`config.mk`:
```
export PLATFORM = sky130hd
export DESIGN_NAME = fb_stage_ctrl_flat
export DESIGN_NICKNAME = d
export VERILOG_FILES = /design/src/rtl/fb_stage_if.sv /design/src/rtl/fb_stage_ctrl.sv /design/src/flat_wrapper.sv
export SDC_FILE = /design/constraint.sdc
export NUM_CORES = 1
export LEC_CHECK = 0
export CAP_MARGIN = 20
export CELL_PAD_IN_SITES_DETAIL_PLACEMENT = 0
export CELL_PAD_IN_SITES_GLOBAL_PLACEMENT = 1
export CORE_MARGIN = 2
export CORE_UTILIZATION = 42
export CTS_CLUSTER_DIAMETER = 80
export DETAILED_ROUTE_END_ITERATION = 10
export PLACE_DENSITY_LB_ADDON = 0.1
export SLEW_MARGIN = 15
export SYNTH_ARGS = -nofsm -noshare
export SYNTH_HDL_FRONTEND = slang
export SYNTH_SLANG_ARGS = --single-unit
```
`constraint.sdc`:
```
create_clock -name clk -period 6.74 [get_ports clk]
set_input_delay 1.348 -clock clk [delete_from_list [all_inputs] [get_ports clk]]
set_output_delay 1.348 -clock clk [all_outputs]
set_load 0.03 [all_outputs]
```
`src/rtl/fb_stage_if.sv`:
```
// Control bundle between the filter-bank stage sequencer and the datapath/BRAM side.
// The master drives all addresses, enables and status. The slave drives start.
interface fb_stage_if #(
  parameter int ADDR_W = 12
);
  logic              start;
  logic              busy;
  logic              done;
  logic [ADDR_W-1:0] addra;
  logic [ADDR_W-1:0] addrb;
  logic              rd_en;
  logic              switch;
  logic [ADDR_W-1:0] wb_addr;
  logic              wb_we;
  logic [ADDR_W-1:0] m2_address;
  logic              m2_we;
  logic [2:0]        stage;

  modport master (
    input  start,
    output busy, done, addra, addrb, rd_en, switch,
    output wb_addr, wb_we, m2_address, m2_we, stage
  );

  modport slave (
    output start,
    input  busy, done, addra, addrb, rd_en, switch,
    input  wb_addr, wb_we, m2_address, m2_we, stage
  );
endinterface

```
`src/rtl/fb_stage_ctrl.sv`:
```
// Wavelet filter-bank sequencer: one read pair per RUN cycle; writes follow LAT cycles later.
// There is no backpressure. Each stage drains for LAT cycles before the ping-pong bank flips.
module fb_stage_ctrl #(
  parameter int ADDR_W = 12,
  parameter int LOG_N  = 10,
  parameter int STAGES = 4,
  parameter int LAT    = 3
) (
  input  logic     clk,
  input  logic     rst,
  fb_stage_if.master bus
);
  typedef enum logic [1:0] {IDLE, RUN, DRAIN} state_t;

  localparam logic [ADDR_W-1:0] ONE = ADDR_W'(1);

  state_t            state_q, state_d;
  logic              busy_q, busy_d;
  logic              done_q, done_d;
  logic              rd_en_q, rd_en_d;
  logic              switch_q, switch_d;
  logic [2:0]        stage_q, stage_d;
  logic [3:0]        drain_q, drain_d;
  logic [ADDR_W-1:0] k_q, k_d;
  logic [ADDR_W-1:0] addra_q, addra_d;
  logic [ADDR_W-1:0] addrb_q, addrb_d;

  logic              pipe_vld_q [LAT];
  logic              pipe_vld_d [LAT];
  logic [ADDR_W-1:0] pipe_k_q   [LAT];
  logic [ADDR_W-1:0] pipe_k_d   [LAT];
  logic [ADDR_W-1:0] pipe_m2_q  [LAT];
  logic [ADDR_W-1:0] pipe_m2_d  [LAT];

  logic [ADDR_W-1:0] pairs;
  logic [ADDR_W-1:0] k_last;

  // P_s = N >> (s+1); the stage limit keeps this at 2 or more.
  assign pairs  = ONE << (LOG_N - 1 - int'(stage_q));
  assign k_last = pairs - ONE;

  always_comb begin
    state_d  = state_q;
    busy_d   = busy_q;
    done_d   = 1'b0;
    rd_en_d  = rd_en_q;
    switch_d = switch_q;
    stage_d  = stage_q;
    drain_d  = drain_q;
    k_d      = k_q;
    addra_d  = addra_q;
    addrb_d  = addrb_q;
    case (state_q)
      IDLE: begin
        if (bus.start) begin
          state_d = RUN;
          busy_d  = 1'b1;
          rd_en_d = 1'b1;
          stage_d = 3'd0;
          k_d     = '0;
          addra_d = '0;
          addrb_d = ONE;
        end
      end
      RUN: begin
        if (k_q == k_last) begin
          state_d = DRAIN;
          rd_en_d = 1'b0;
          drain_d = 4'(LAT);
          k_d     = '0;
          addra_d = '0;
          addrb_d = '0;
        end else begin
          k_d     = k_q + ONE;
          addra_d = {k_d[ADDR_W-2:0], 1'b0};
          addrb_d = {k_d[ADDR_W-2:0], 1'b1};
        end
      end
      DRAIN: begin
        if (drain_q == 4'd1) begin
          switch_d = ~switch_q;
          if (stage_q == 3'(STAGES - 1)) begin
            state_d = IDLE;
            busy_d  = 1'b0;
            done_d  = 1'b1;
            stage_d = 3'd0;
          end else begin
            state_d = RUN;
            stage_d = stage_q + 3'd1;
            rd_en_d = 1'b1;
            addra_d = '0;
            addrb_d = ONE;
          end
        end else begin
          drain_d = drain_q - 4'd1;
        end
      end
      default: state_d = IDLE;
    endcase
  end

  // Idle slots carry zero addresses so the write outputs rest at 0.
  always_comb begin
    pipe_vld_d[0] = rd_en_q;
    pipe_k_d[0]   = rd_en_q ? k_q : '0;
    pipe_m2_d[0]  = rd_en_q ? (pairs + k_q) : '0;
    for (int i = 1; i < LAT; i++) begin
      pipe_vld_d[i] = pipe_vld_q[i-1];
      pipe_k_d[i]   = pipe_k_q[i-1];
      pipe_m2_d[i]  = pipe_m2_q[i-1];
    end
  end

  always_ff @(posedge clk or posedge rst) begin
    if (rst) begin
      state_q  <= IDLE;
      busy_q   <= 1'b0;
      done_q   <= 1'b0;
      rd_en_q  <= 1'b0;
      switch_q <= 1'b0;
      stage_q  <= 3'd0;
      drain_q  <= 4'd0;
      k_q      <= '0;
      addra_q  <= '0;
      addrb_q  <= '0;
      for (int i = 0; i < LAT; i++) begin
        pipe_vld_q[i] <= 1'b0;
        pipe_k_q[i]   <= '0;
        pipe_m2_q[i]  <= '0;
      end
    end else begin
      state_q  <= state_d;
      busy_q   <= busy_d;
      done_q   <= done_d;
      rd_en_q  <= rd_en_d;
      switch_q <= switch_d;
      stage_q  <= stage_d;
      drain_q  <= drain_d;
      k_q      <= k_d;
      addra_q  <= addra_d;
      addrb_q  <= addrb_d;
      for (int i = 0; i < LAT; i++) begin
        pipe_vld_q[i] <= pipe_vld_d[i];
        pipe_k_q[i]   <= pipe_k_d[i];
        pipe_m2_q[i]  <= pipe_m2_d[i];
      end
    end
  end

  assign bus.busy       = busy_q;
  assign bus.done       = done_q;
  assign bus.rd_en      = rd_en_q;
  assign bus.switch     = switch_q;
  assign bus.stage      = stage_q;
  assign bus.addra      = addra_q;
  assign bus.addrb      = addrb_q;
  assign bus.wb_we      = pipe_vld_q[LAT-1];
  assign bus.m2_we      = pipe_vld_q[LAT-1];
  assign bus.wb_addr    = pipe_k_q[LAT-1];
  assign bus.m2_address = pipe_m2_q[LAT-1];
endmodule

```
`src/flat_wrapper.sv`:
```
// flat-port wrapper written by rule: the top's interface ports become plain ports
module fb_stage_ctrl_flat 
#(
  parameter int ADDR_W = 12,
  parameter int LOG_N  = 10,
  parameter int STAGES = 4,
  parameter int LAT    = 3
)
  (clk, rst, bus_start, bus_busy, bus_done, bus_addra, bus_addrb, bus_rd_en, bus_switch, bus_wb_addr, bus_wb_we, bus_m2_address, bus_m2_we, bus_stage);
  fb_stage_if #(.ADDR_W(ADDR_W)) bus_i ();
  input  logic clk;
  input  logic rst;
  input wire logic [$bits(bus_i.start)-1:0] bus_start;
  output wire logic [$bits(bus_i.busy)-1:0] bus_busy;
  output wire logic [$bits(bus_i.done)-1:0] bus_done;
  output wire logic [$bits(bus_i.addra)-1:0] bus_addra;
  output wire logic [$bits(bus_i.addrb)-1:0] bus_addrb;
  output wire logic [$bits(bus_i.rd_en)-1:0] bus_rd_en;
  output wire logic [$bits(bus_i.switch)-1:0] bus_switch;
  output wire logic [$bits(bus_i.wb_addr)-1:0] bus_wb_addr;
  output wire logic [$bits(bus_i.wb_we)-1:0] bus_wb_we;
  output wire logic [$bits(bus_i.m2_address)-1:0] bus_m2_address;
  output wire logic [$bits(bus_i.m2_we)-1:0] bus_m2_we;
  output wire logic [$bits(bus_i.stage)-1:0] bus_stage;
  assign bus_i.start = bus_start;
  assign bus_busy = bus_i.busy;
  assign bus_done = bus_i.done;
  assign bus_addra = bus_i.addra;
  assign bus_addrb = bus_i.addrb;
  assign bus_rd_en = bus_i.rd_en;
  assign bus_switch = bus_i.switch;
  assign bus_wb_addr = bus_i.wb_addr;
  assign bus_wb_we = bus_i.wb_we;
  assign bus_m2_address = bus_i.m2_address;
  assign bus_m2_we = bus_i.m2_we;
  assign bus_stage = bus_i.stage;
  fb_stage_ctrl #(.ADDR_W(ADDR_W), .LOG_N(LOG_N), .STAGES(STAGES), .LAT(LAT)) u_core (.clk(clk), .rst(rst), .bus(bus_i));
endmodule
```
==> results of run 1 <==
-- per-stage QoR --
step                util (%)  cells  power (uW)  setup slack (ns)
global route            50.1    634        1260              2.40
floorplan                  -    442         696              2.43
finish                  50.1    634        1210              2.71
CTS                     50.1    634        1230              2.70
global placement        47.5    618         701              2.90
detailed placement      47.5    618         701              2.71
-- final cells by class --
class	count	share of cell area, %
Sequential cell	112	47.0
Multi-Input combinational cell	282	33.8
Timing Repair Buffer	60	9.99
Clock buffer	10	4.01
Tap cell	147	3.08
Inverter	17	1.11
Clock inverter	6	1.03
-- power by group --
part	switching [uW]	internal (uW)
combinational	13.5	1.57
clock	253	269
sequential	0	671
-- synth_stat cells (all sizes together), types with 2 or more instances --
cell	n
dfrtp	112
o21bai	2
nand2	30
and2	29
a41oi	3
or2	3
nand3	7
o31ai	12
a31oi	8
buf	17
xor2	9
a21oi	18
nor3b	3
nor3	7
nand2b	3
mux2	3
o21ai	23
and3	9
nand3b	2
inv	17
o21a	3
a21o	6
xnor2	20
ha	30
nor2b	10
nor4	3
a22o	9
clkbuf	14
nor2	12
mux2i	2
a21boi	2
-- how the worst min path moves through the flow --
| stage | start | endpoint | slack, ns | depth (start not counted) |
|---|---|---|---|---|
| finish | u_core.pipe_m2_d[17] | u_core.pipe_m2_d[5] | 0.35 | 0 |
| global route | u_core.pipe_m2_d[1] | u_core.bus.m2_address[1] | 0.36 | 0 |
| detailed placement | u_core.pipe_m2_d[11] | u_core.bus.m2_address[11] | 0.33 | 0 |
| floorplan | u_core.pipe_m2_d[0] | u_core.bus.m2_address[0] | 0.33 | 0 |
| global placement | u_core.pipe_m2_d[5] | u_core.bus.m2_address[5] | 0.33 | 0 |
| CTS | u_core.pipe_m2_d[17] | u_core.pipe_m2_d[5] | 0.35 | 0 |
-- state kept, by name, indices dropped and copies added, names as in the netlist --
register / flops
u_core.pipe_m2_d: 24
u_core.bus.busy: 1
u_core.bus.wb_addr: 12
u_core.bus.addra: 1
u_core.drain_q: 4
u_core.bus.m2_we: 1
u_core.bus.addrb: 11
u_core.bus.rd_en: 1
u_core.bus.m2_address: 12
u_core.bus.stage: 3
u_core.k_q: 12
u_core.pipe_k_d: 24
u_core.state_q: 2
u_core.pipe_vld_d: 2
u_core.bus.done: 1
u_core.bus.switch: 1
-- cell usage in the layout, fill, tap and decap left out, types with 10 or more instances in the layout --
cell             netlist  routed
a21oi_1               18      18
and2_1                29      29
clkdlybuf4s50_1        0      58
dfrtp_1              112     112
ha_1                  30      30
inv_1                 16      15
nand2_1               30      30
nor2_1                11      11
nor2b_1               10      10
o21ai_0               22      22
o31ai_1               11      11
xnor2_1               20      20
-- metal layers --
layer  up-vias  GRT usage, %  share of wire, %
li1       1586             -                 -
met1      1505          21.6                48
met2        57          24.8                47
met3         8          3.51               3.4
met4         0          4.63               1.1
met5         -             0                 0
-- cell families after synthesis --
family          share of synthesized area, %
flops                                   55.3
mux                                     1.06
fa+ha+maj                               7.81
other cells                           0.0741
simple gates                            12.9
xor+xnor                                5.46
compound gates                          12.4
buf+inv                                 4.87
==> summary.md, run 1 <==
| Metric | Value |
|---|---|
| Status | finished clean |
| Yosys reg bits | ~110 |
| Root Driver | clkbuf_16 |
| H-tree depth | 3 |
| Slew HR | between 20% and 30% |
| Drt drc | 0 |
| Clock slew at reported path FFs | around 0.080 ns |
| Req. time, crit path | 6.98 ns |
| Synth area leader | dfrtp_1 |
| Reg-to-reg endpoint | u_core.k_q[0] |
| VDD IR max | 0.0970 mV |
| F_max | ~250 MHz |
| Die Height | between 100 and 150 um |
| Synth cell types | 52 |
| WHS | roughly 0.35 ns |
| Die area | between 10000 and 15000 um2 |
| Tot GR Track Use | between 10% and 20% |
| WL per Instance | approximately 15 um |
| Reg2reg setup slack | around 2.7 ns |
| Area of the multi-input gates | 2010 um2 |
| Worst r2r path cells | 11 |
| Final worst path period need | between 4 and 5 ns |
| Final Max Slew Viols | 0 |
| Async set-reset flop share out of synthesis | 100% |
| Nature of the critical path startpoint | flop |
| Critical path origin | u_core.bus.stage[1] |
| Total grt overflow | 0 |
| Synthesized area per cell | about 11 um2 |
| Area Overhead vs Synth | 17.8% |
| # setup viols final | 0 |
| Pwr/cell area | 203 nW/um2 |
| Final Hold Viols | 0 |
| Area after DPL | about 5700 um2 |
| Total clock sinks | 112 |
| Num CTS Buffers | 9 |
| Initial Util | 42.5% |
| Clock Tree Buf Depth | 2 |
| Main synth FF type | dfrtp_1 |
| Postcts setup bufs | 0 |
| Drt initial violations | approximately 230 |
| CP max stage cell | o31ai_4 |
| Post-synthesis sequential area ratio | a little under three fifths |
| Number of fill cells | around 1100 |
| Design area | 5960 um2 |
| CTS Hold Bufs | 0 |
| Pleak | between 0.002 and 0.003 uW |
| Yosys warning count | 0 |
| # port buffers | between 50 and 60 |
| Number of enable flip-flop cells after synthesis | 0 |
| Register area | around 2800 um2 |
| IO Count | 60 |
| Core Area | about 12000 um2 |
| Critical path class | reg2reg |
| Final net count | a little over 500 |
| Critical Path AT | 4.27 ns |
| Critical Path, Cell by Cell | inv_1 -> ha_1 -> nor2_1 -> nand2_1 -> ha_1 -> nor3b_1 -> o2111ai_1 -> a311o_1 -> o31ai_4 -> nor2_2 -> mux2_2 |
| Via/cell ratio | 4.98 |
| Dpl hpwl | 6590 um |
| Final Wtd Congestion | about 0.80 |
| CP bufs+invs | 1 |
| DIE WIDTH | approximately 110 um |
| Setup TNS | 0 ns |
| Worst setup path endpoint | u_core.k_q[0] |
| RSZ-0062 raised after global routing | false |
| Syn Inst Count | about 440 |
| Post-route ant nets | 0 |
| Layout cell share with drive strength beyond 1 | about 6.0% |
| Vias | approximately 3200 |
| Final worst-path cycle share | around 60% |
| Max-Cap Viols | 0 |
| Worst min path class | reg2reg |
| CTS tree | done |
| Crit end category | flop |
| Mapped Area | between 5000 and 6000 um2 |
| Clock Skews | 0.00936 ns |
| Largest cells by area after synthesis | dfrtp_1 55%, ha_1 7.4%, and2_1 3.6% |
| Worst path max stage delay | 0.90 ns |
| Vias in the first global route | between 3000 and 4000 |
| Initial antenna violation count | 0 |
| Most frequent CP cell | ha_1 |
| DRT Wirelength | 9330 um |
| First-pass GRT wire length | approximately 16000 um |
| N_diodes | 0 |
| Synthesized Nets | 476 |
| CP Max Fanout | 27 |
| Worst-skew pair later-pin latency | around 0.35 ns |
| CP top delay family | compound AO/OA/AOI/OAI gates |
| Resized Gates After CTS | 0 |
| Worst slew pin tran | about 1.1 ns |
| RR Startpoint | u_core.bus.stage[1] |
| Rows | 40 |
| Share of the synthesized area in the top cell type | 55.3% |
| Critical Path Stages | 11 |
| Number of iterations in the first detailed-routing pass | 4 |
| Pin count of the biggest net entering global routing | just over 70 |
Power figures use the tool's default switching activity.
==> run 2: changes to the inputs <==
--- a/config.mk
+++ b/config.mk
@@ -9,7 +9,7 @@
 export CELL_PAD_IN_SITES_DETAIL_PLACEMENT = 0
 export CELL_PAD_IN_SITES_GLOBAL_PLACEMENT = 1
 export CORE_MARGIN = 2
-export CORE_UTILIZATION = 42
+export CORE_UTILIZATION = 40
 export CTS_CLUSTER_DIAMETER = 80
 export DETAILED_ROUTE_END_ITERATION = 10
 export PLACE_DENSITY_LB_ADDON = 0.1
==> constraint.sdc (replaced) <==
create_clock -name clk -period 3.55 [get_ports clk]
set_input_delay 0.71 -clock clk [delete_from_list [all_inputs] [get_ports clk]]
set_output_delay 0.71 -clock clk [all_outputs]
set_load 0.03 [all_outputs]
==> run 2 against run 1 <==
Compared with the run above: via count increased by 2.5%; clock skew fell by 0.00063 ns; combinational power increased by 110%; global-route usage is 0.43 points higher; worst setup slack worse by 2.4 ns; critical path depth grew 3; worst hold slack about the same; clock power rose by 82%; clock-buffer cell count decreased by 1; highest routed layer unchanged.
==> summary.md, run 2 (same netlist as run 1, synthesis figures left out) <==
| Metric | Value |
|---|---|
| Status | finished clean (unchanged) |
| CTS Hold Bufs | 0 (unchanged) |
| CTS tree | done (unchanged) |
| N_diodes | 0 (unchanged) |
| Tot GR Track Use | 16.0% (was 15.6%) |
| DRT Wirelength | 9850 um (was 9330 um) |
| Final worst path period need | 3.21 ns (was 4.03 ns) |
| Root Driver | clkbuf_16 (unchanged) |
| Placed cells | 650 (was 618) |
| Final net count | 525 (was 516) |
| # port buffers | 58 (unchanged) |
| Worst r2r path cells | 14 (was 11) |
| Final Wtd Congestion | 0.836 (was 0.797) |
| Final worst-path cycle share | 90.5% (was 59.8%) |
| Total grt overflow | 0 (unchanged) |
| CP Max Fanout | 9 (was 27) |
| Nature of the critical path startpoint | flop (unchanged) |
| Reg2reg setup slack | 0.34 ns (was 2.71 ns) |
| Drt initial violations | 183 (was 229) |
| Worst min path class | reg2reg (unchanged) |
| Drt drc | 0 (unchanged) |
| RSZ-0062 raised after global routing | false (unchanged) |
| Clock Skews | 0.00873 ns (was 0.00936 ns) |
| Total clock sinks | 112 (unchanged) |
| Clock slew at reported path FFs | 0.08 ns (about the same) |
| RR Startpoint | u_core.bus.stage[2] (was u_core.bus.stage[1]) |
| Pwr/cell area | 372 nW/um2 (was 203 nW/um2) |
| Die area | 13600 um2 (was 13000 um2) |
| Max-Cap Viols | 0 (unchanged) |
| Worst slew pin tran | 0.872 ns (was 1.06 ns) |
| Top Usage Layer GRT | met2 (unchanged) |
| Critical Path AT | 3.46 ns (was 4.27 ns) |
| # setup viols final | 0 (unchanged) |
| Crit end category | flop (unchanged) |
| Num CTS Buffers | 9 (unchanged) |
| Number of fill cells | 1165 (was 1077) |
| H-tree depth | 3 (unchanged) |
| F_max | 311 MHz (was 248 MHz) |
| IO Count | 60 (unchanged) |
| Req. time, crit path | 3.80 ns (was 6.98 ns) |
| Setup TNS | 0 ns (unchanged) |
| First-pass GRT wire length | 16400 um (was 15700 um) |
| Post-route ant nets | 0 (unchanged) |
| Area Overhead vs Synth | 19.8% (was 17.8%) |
| Clock Tree Buf Depth | 2 (unchanged) |
| Layout cell share with drive strength beyond 1 | 7.88% (was 5.95%) |
| Most frequent cells in the layout | 112 x dfrtp_1, 58 x clkdlybuf4s50_1, 30 x nand2_1, 30 x ha_1, 29 x and2_1 (unchanged) |
| WHS Endpoint | u_core.pipe_m2_d[5] (unchanged) |
| Register area | 2800 um2 (unchanged) |
| WHS | 0.349 ns (about the same) |
| Vias in the first global route | 3163 (was 3022) |
| Core Area | 12500 um2 (was 11900 um2) |
| Global routing usage on met1 | 21.8% (was 21.6%) |
| VDD IR max | 0.197 mV (was 0.0970 mV) |
| Met2 GRT Util | 25.3% (was 24.8%) |
| Final Max Slew Viols | 0 (unchanged) |
| Area of the multi-input gates | 2030 um2 (was 2010 um2) |
| Most common cell after layout, fill and taps aside | dfrtp_1 (unchanged) |
| Area after DPL | 5760 um2 (was 5660 um2) |
| Hold path start | u_core.pipe_m2_d[17] (unchanged) |
| Layout Cells excl Fill | 667 (was 634) |
| Rows | 41 (was 40) |
| Critical path class | reg2reg (unchanged) |
| Pleak | 0.00282 uW (was 0.00278 uW) |
| Worst hold path cell count | 0 (unchanged) |
| Number of iterations in the first detailed-routing pass | 4 (unchanged) |
| Global Route met3 Usage | 3.43% (was 3.51%) |
| Worst-skew pair later-pin latency | 0.36 ns (was 0.35 ns) |
| DIE WIDTH | 117 um (was 114 um) |
| Die Height | 117 um (was 114 um) |
| Design area | 6070 um2 (was 5960 um2) |
| Final Hold Viols | 0 (unchanged) |
| Vias | 3236 (was 3156) |
| Initial Util | 40.6% (was 42.5%) |
| Slew HR | 41.8% (was 29.3%) |
| Dpl hpwl | 6890 um (was 6590 um) |
| Initial antenna violation count | 0 (unchanged) |
| Via/cell ratio | 4.85 (was 4.98) |
| WL per Instance | 14.8 um (was 14.7 um) |
| Pin count of the biggest net entering global routing | 52 (was 71) |
| Final Core Density | 48.7% (was 50.1%) |
| Reg-to-reg endpoint | u_core.pipe_m2_d[22] (was u_core.k_q[0]) |
==> run 2: cell count changes in the layout (fill, tap and decap cells not counted), sizes merged <==
cell      previous run  this run
clkinvlp             1         2
buf                  2        11
inv                 19        18
clkbuf              10         9
==> run 2: worst max-delay path by stage <==
stage	start	to	slack (ns)	cells after the start
after floorplan	u_core.bus.stage[1]	u_core.k_q[3]	0.34	12
after global placement	u_core.bus.stage[2]	u_core.state_q[0]	0.30	12
after detailed placement	u_core.bus.stage[2]	u_core.state_q[0]	0.15	12
after CTS	u_core.bus.stage[2]	u_core.state_q[0]	0.15	12
after global routing	u_core.bus.stage[2]	u_core.pipe_m2_d[22]	0.12	14
final	u_core.bus.stage[2]	u_core.pipe_m2_d[22]	0.34	14
==> run 2: metal layers <==
layer / wire [um] / vias up
met3: 361 / 9
met5: 0 / -
met4: 114 / 0
met2: 4650 / 51
li1: - / 1603
met1: 4720 / 1573
==> run 2: what timing repair did <==
| item | 4_1_cts | 5_1_grt |
|---|---|---|
| endpoints found under the setup margin | 0 | 26 |
| setup buffers | 0 | 2 |
| hold endpoints to repair | 0 | 0 |
| resized for setup | 0 | 2 |
==> run 2: worst max-delay path: stages, from the launching register on <==
cell,delay (ns)
dfrtp_1,0.42
inv_1,0.17
ha_1,0.34
nor2_1,0.10
nand2_1,0.10
inv_1,0.08
ha_1,0.21
fa_1,0.41
a21o_1,0.17
a21oi_1,0.22
nor2b_1,0.10
o221ai_1,0.30
a21oi_1,0.15
xor2_1,0.16
and2_1,0.16
==> run 2: area by class of cell <==
| type | count | share of cell area (%) |
|---|---|---|
| clock buffer | 9 | 3.71 |
| clock inverter | 6 | 0.722 |
| inverter | 17 | 1.11 |
| multi-input combinational | 282 | 33.4 |
| sequential | 112 | 46.2 |
| tap | 172 | 3.55 |
| timing repair buffer | 69 | 11.3 |
==> run 2: per-stage QoR <==
| stage | total power, uW | setup slack (ns) |
|---|---|---|
| after floorplan | 1320 | 0.345 |
| after global placement | 1330 | 0.305 |
| after detailed placement | 1330 | 0.148 |
| after CTS | 2290 | 0.147 |
| after global routing | 2350 | 0.123 |
| final | 2260 | 0.336 |
==> run 2: power breakdown <==
part	total (uW)	switching, uW	leakage, uW	internal, uW
Combinational	32.0	26.7	0.00129	5.29
Clock	949	473	0.000132	476
Sequential	1270	0	0.00139	1270
Total	2260	499	0.00282	1760
==> RTL edit, RTL diff (config.mk and constraints of run 2) <==
`LAT` is set to 3 in 2 places; all go to 5.
--- a/src/rtl/fb_stage_ctrl.sv
+++ b/src/rtl/fb_stage_ctrl.sv
@@ -4,7 +4,7 @@
   parameter int ADDR_W = 12,
   parameter int LOG_N  = 10,
   parameter int STAGES = 4,
-  parameter int LAT    = 3
+  parameter int LAT    = 5
 ) (
   input  logic     clk,
   input  logic     rst,
--- a/src/flat_wrapper.sv
+++ b/src/flat_wrapper.sv
@@ -4,7 +4,7 @@
   parameter int ADDR_W = 12,
   parameter int LOG_N  = 10,
   parameter int STAGES = 4,
-  parameter int LAT    = 3
+  parameter int LAT    = 5
 )
   (clk, rst, bus_start, bus_busy, bus_done, bus_addra, bus_addrb, bus_rd_en, bus_switch, bus_wb_addr, bus_wb_we, bus_m2_address, bus_m2_we, bus_stage);
   fb_stage_if #(.ADDR_W(ADDR_W)) bus_i ();
Check against the original RTL: not equivalent (Yosys sat finds a counterexample within 10 cycles, from zero or initial values and one cycle with rst high).
==> RTL edit against run 2 <==
- sequential share of layout area grew 5.7 points
- wire length grew 15%
- power grew 66%
- synthesized area grew 27%
- sequential cell count grew 50
- fmax grew 1.4%
- worst setup slack gained 0.043 ns
- sequential power grew 46%
- cell area grew 29%
- synthesized cell count grew 14%
==> RTL edit: results <==
metrics = {
    "synth": {
        "synthXorXnorAreaFrac_pct": 4.580,
        "synth-seq-area-share_pct": 63.15,
        "synth_fa_ha_area_share_pct": 5.379,
        "yosys-top-cells-area": "dfrtp_1 63%, ha_1 5.1%, xnor2_1 3.1%",
        "synthTopCellsByCount": "162 x dfrtp_1, 30 x nand2_1, 28 x and2_1",
        "ys_types": 62,
        "synth_compound_area_share_pct": 9.550,
    },
    "global_routing": {
        "grt_pass1_vias": 3576,
        "gr-usage-met2_pct": 22.70,
        "grt_max_degree": 79,
        "grtUsageMet1_pct": 20.36,
        "grt_use_total_pct": 14.77,
    },
    "setup_path": {
        "path_max_fanout": 6,
        "cp_top_family": "compound AO/OA/AOI/OAI gates",
        "crit_start": "u_core.bus.stage[1]",
    },
    "placed_design": {
        "gp_congestion": 0.7562,
        "place_hpwl_um": 7818,
    },
    "outcome": {
        "status": "completed",
    },
    "pwr": {
        "p_leak_uw": 0.003775,
    },
    "final_layout": {
        "stdcell_count": 789,
        "nNetsFinal": 590,
    },
    "timing": {
        "relSlewSlack_pct": 47.80,
        "finClkSkew_ns": 0.01073,
    },
    "cts": {
        "h-tree-depth": 4,
        "clk_latency_ns": 0.42,
        "cts_buffers": 17,
    },
    "min_path": {
        "min_from": "u_core.pipe_m2_d[25]",
    },
    "routing": {
        "drt-vias-per-instance": 4.687,
    },
}
RTL edit: power by group:
part	switching [uW]	total [uW]	internal (uW)	leakage [uW]
sequential	0	1850	1850	0.00221
combinational	36.3	43.8	7.52	0.00127
clock	765	1840	1080	0.000299
RTL edit: final timing paths:
check / cells past startpoint / endpoint / slack, ns
setup / recovery: 15 / u_core.pipe_m2_d[46] / 0.38
min in group asynchronous: 2 / u_core.pipe_k_d[18] / 0.75
hold reg to reg: 0 / u_core.pipe_m2_d[13] / 0.34
hold / removal: 0 / u_core.pipe_m2_d[13] / 0.34
setup reg to reg: 15 / u_core.pipe_m2_d[46] / 0.38
max in group asynchronous: 3 / u_core.bus.m2_address[11] / 2.02
RTL edit: what timing repair did:
item / in CTS / in global routing
gates resized for setup: 0 / 2
endpoints found under the setup margin: 0 / 2
setup buffers: 0 / 0
hold buffers: 0 / 0
RTL edit: per-stage QoR:
stage	total power (uW)	utilization [%]	hold WS, ns	setup slack [ns]
global route	3892	49.54	0.3464	0.1080
finish	3734	49.54	0.3415	0.3791
CTS	3795	49.46	0.3458	0.1148
floorplan	1910	-	0.3312	0.1306
global placement	1927	45.60	0.3317	0.1934
detailed placement	1928	45.60	0.3347	0.1581
RTL edit: cell type report:
class | instances | area [um^2] | share of cell area [%]
flip-flops and latches | 162 | 4054 | 51.89
well taps | 216 | 270.3 | 3.459
repair buffers | 71 | 715.7 | 9.161
inverters | 23 | 90.09 | 1.153
multi-input cells | 285 | 2074 | 26.55
clock buffers | 18 | 439.2 | 5.621
clock inverters | 14 | 168.9 | 2.162
RTL edit: layer usage:
metal | vias to the layer above | share of wire [%]
met4 | 0 | 1.2
li1 | 1807 | -
met5 | - | 0
met3 | 12 | 2.8
met1 | 1825 | 49
met2 | 54 | 47
RTL edit: logic make-up after synthesis:
kind of cell,count (synthesis)
xor gates and xnor gates,32
buffers and inverters,56
and+or+nand+nor,131
AOI/OAI and AO/OA,86
other,1
muxes,8
DFF,162
adders and majority gates,27
RTL edit: worst register-to-register path: cells and delay by family, from the launching register on:
family,cells,cell delay (ns)
adder cells (fa/ha/maj),3,0.91
buffers and inverters,2,0.18
flip-flops,1,0.43
AO/OA/AOI/OAI,5,0.98
XOR/XNOR,1,0.16
AND/OR/NAND/NOR,4,0.39
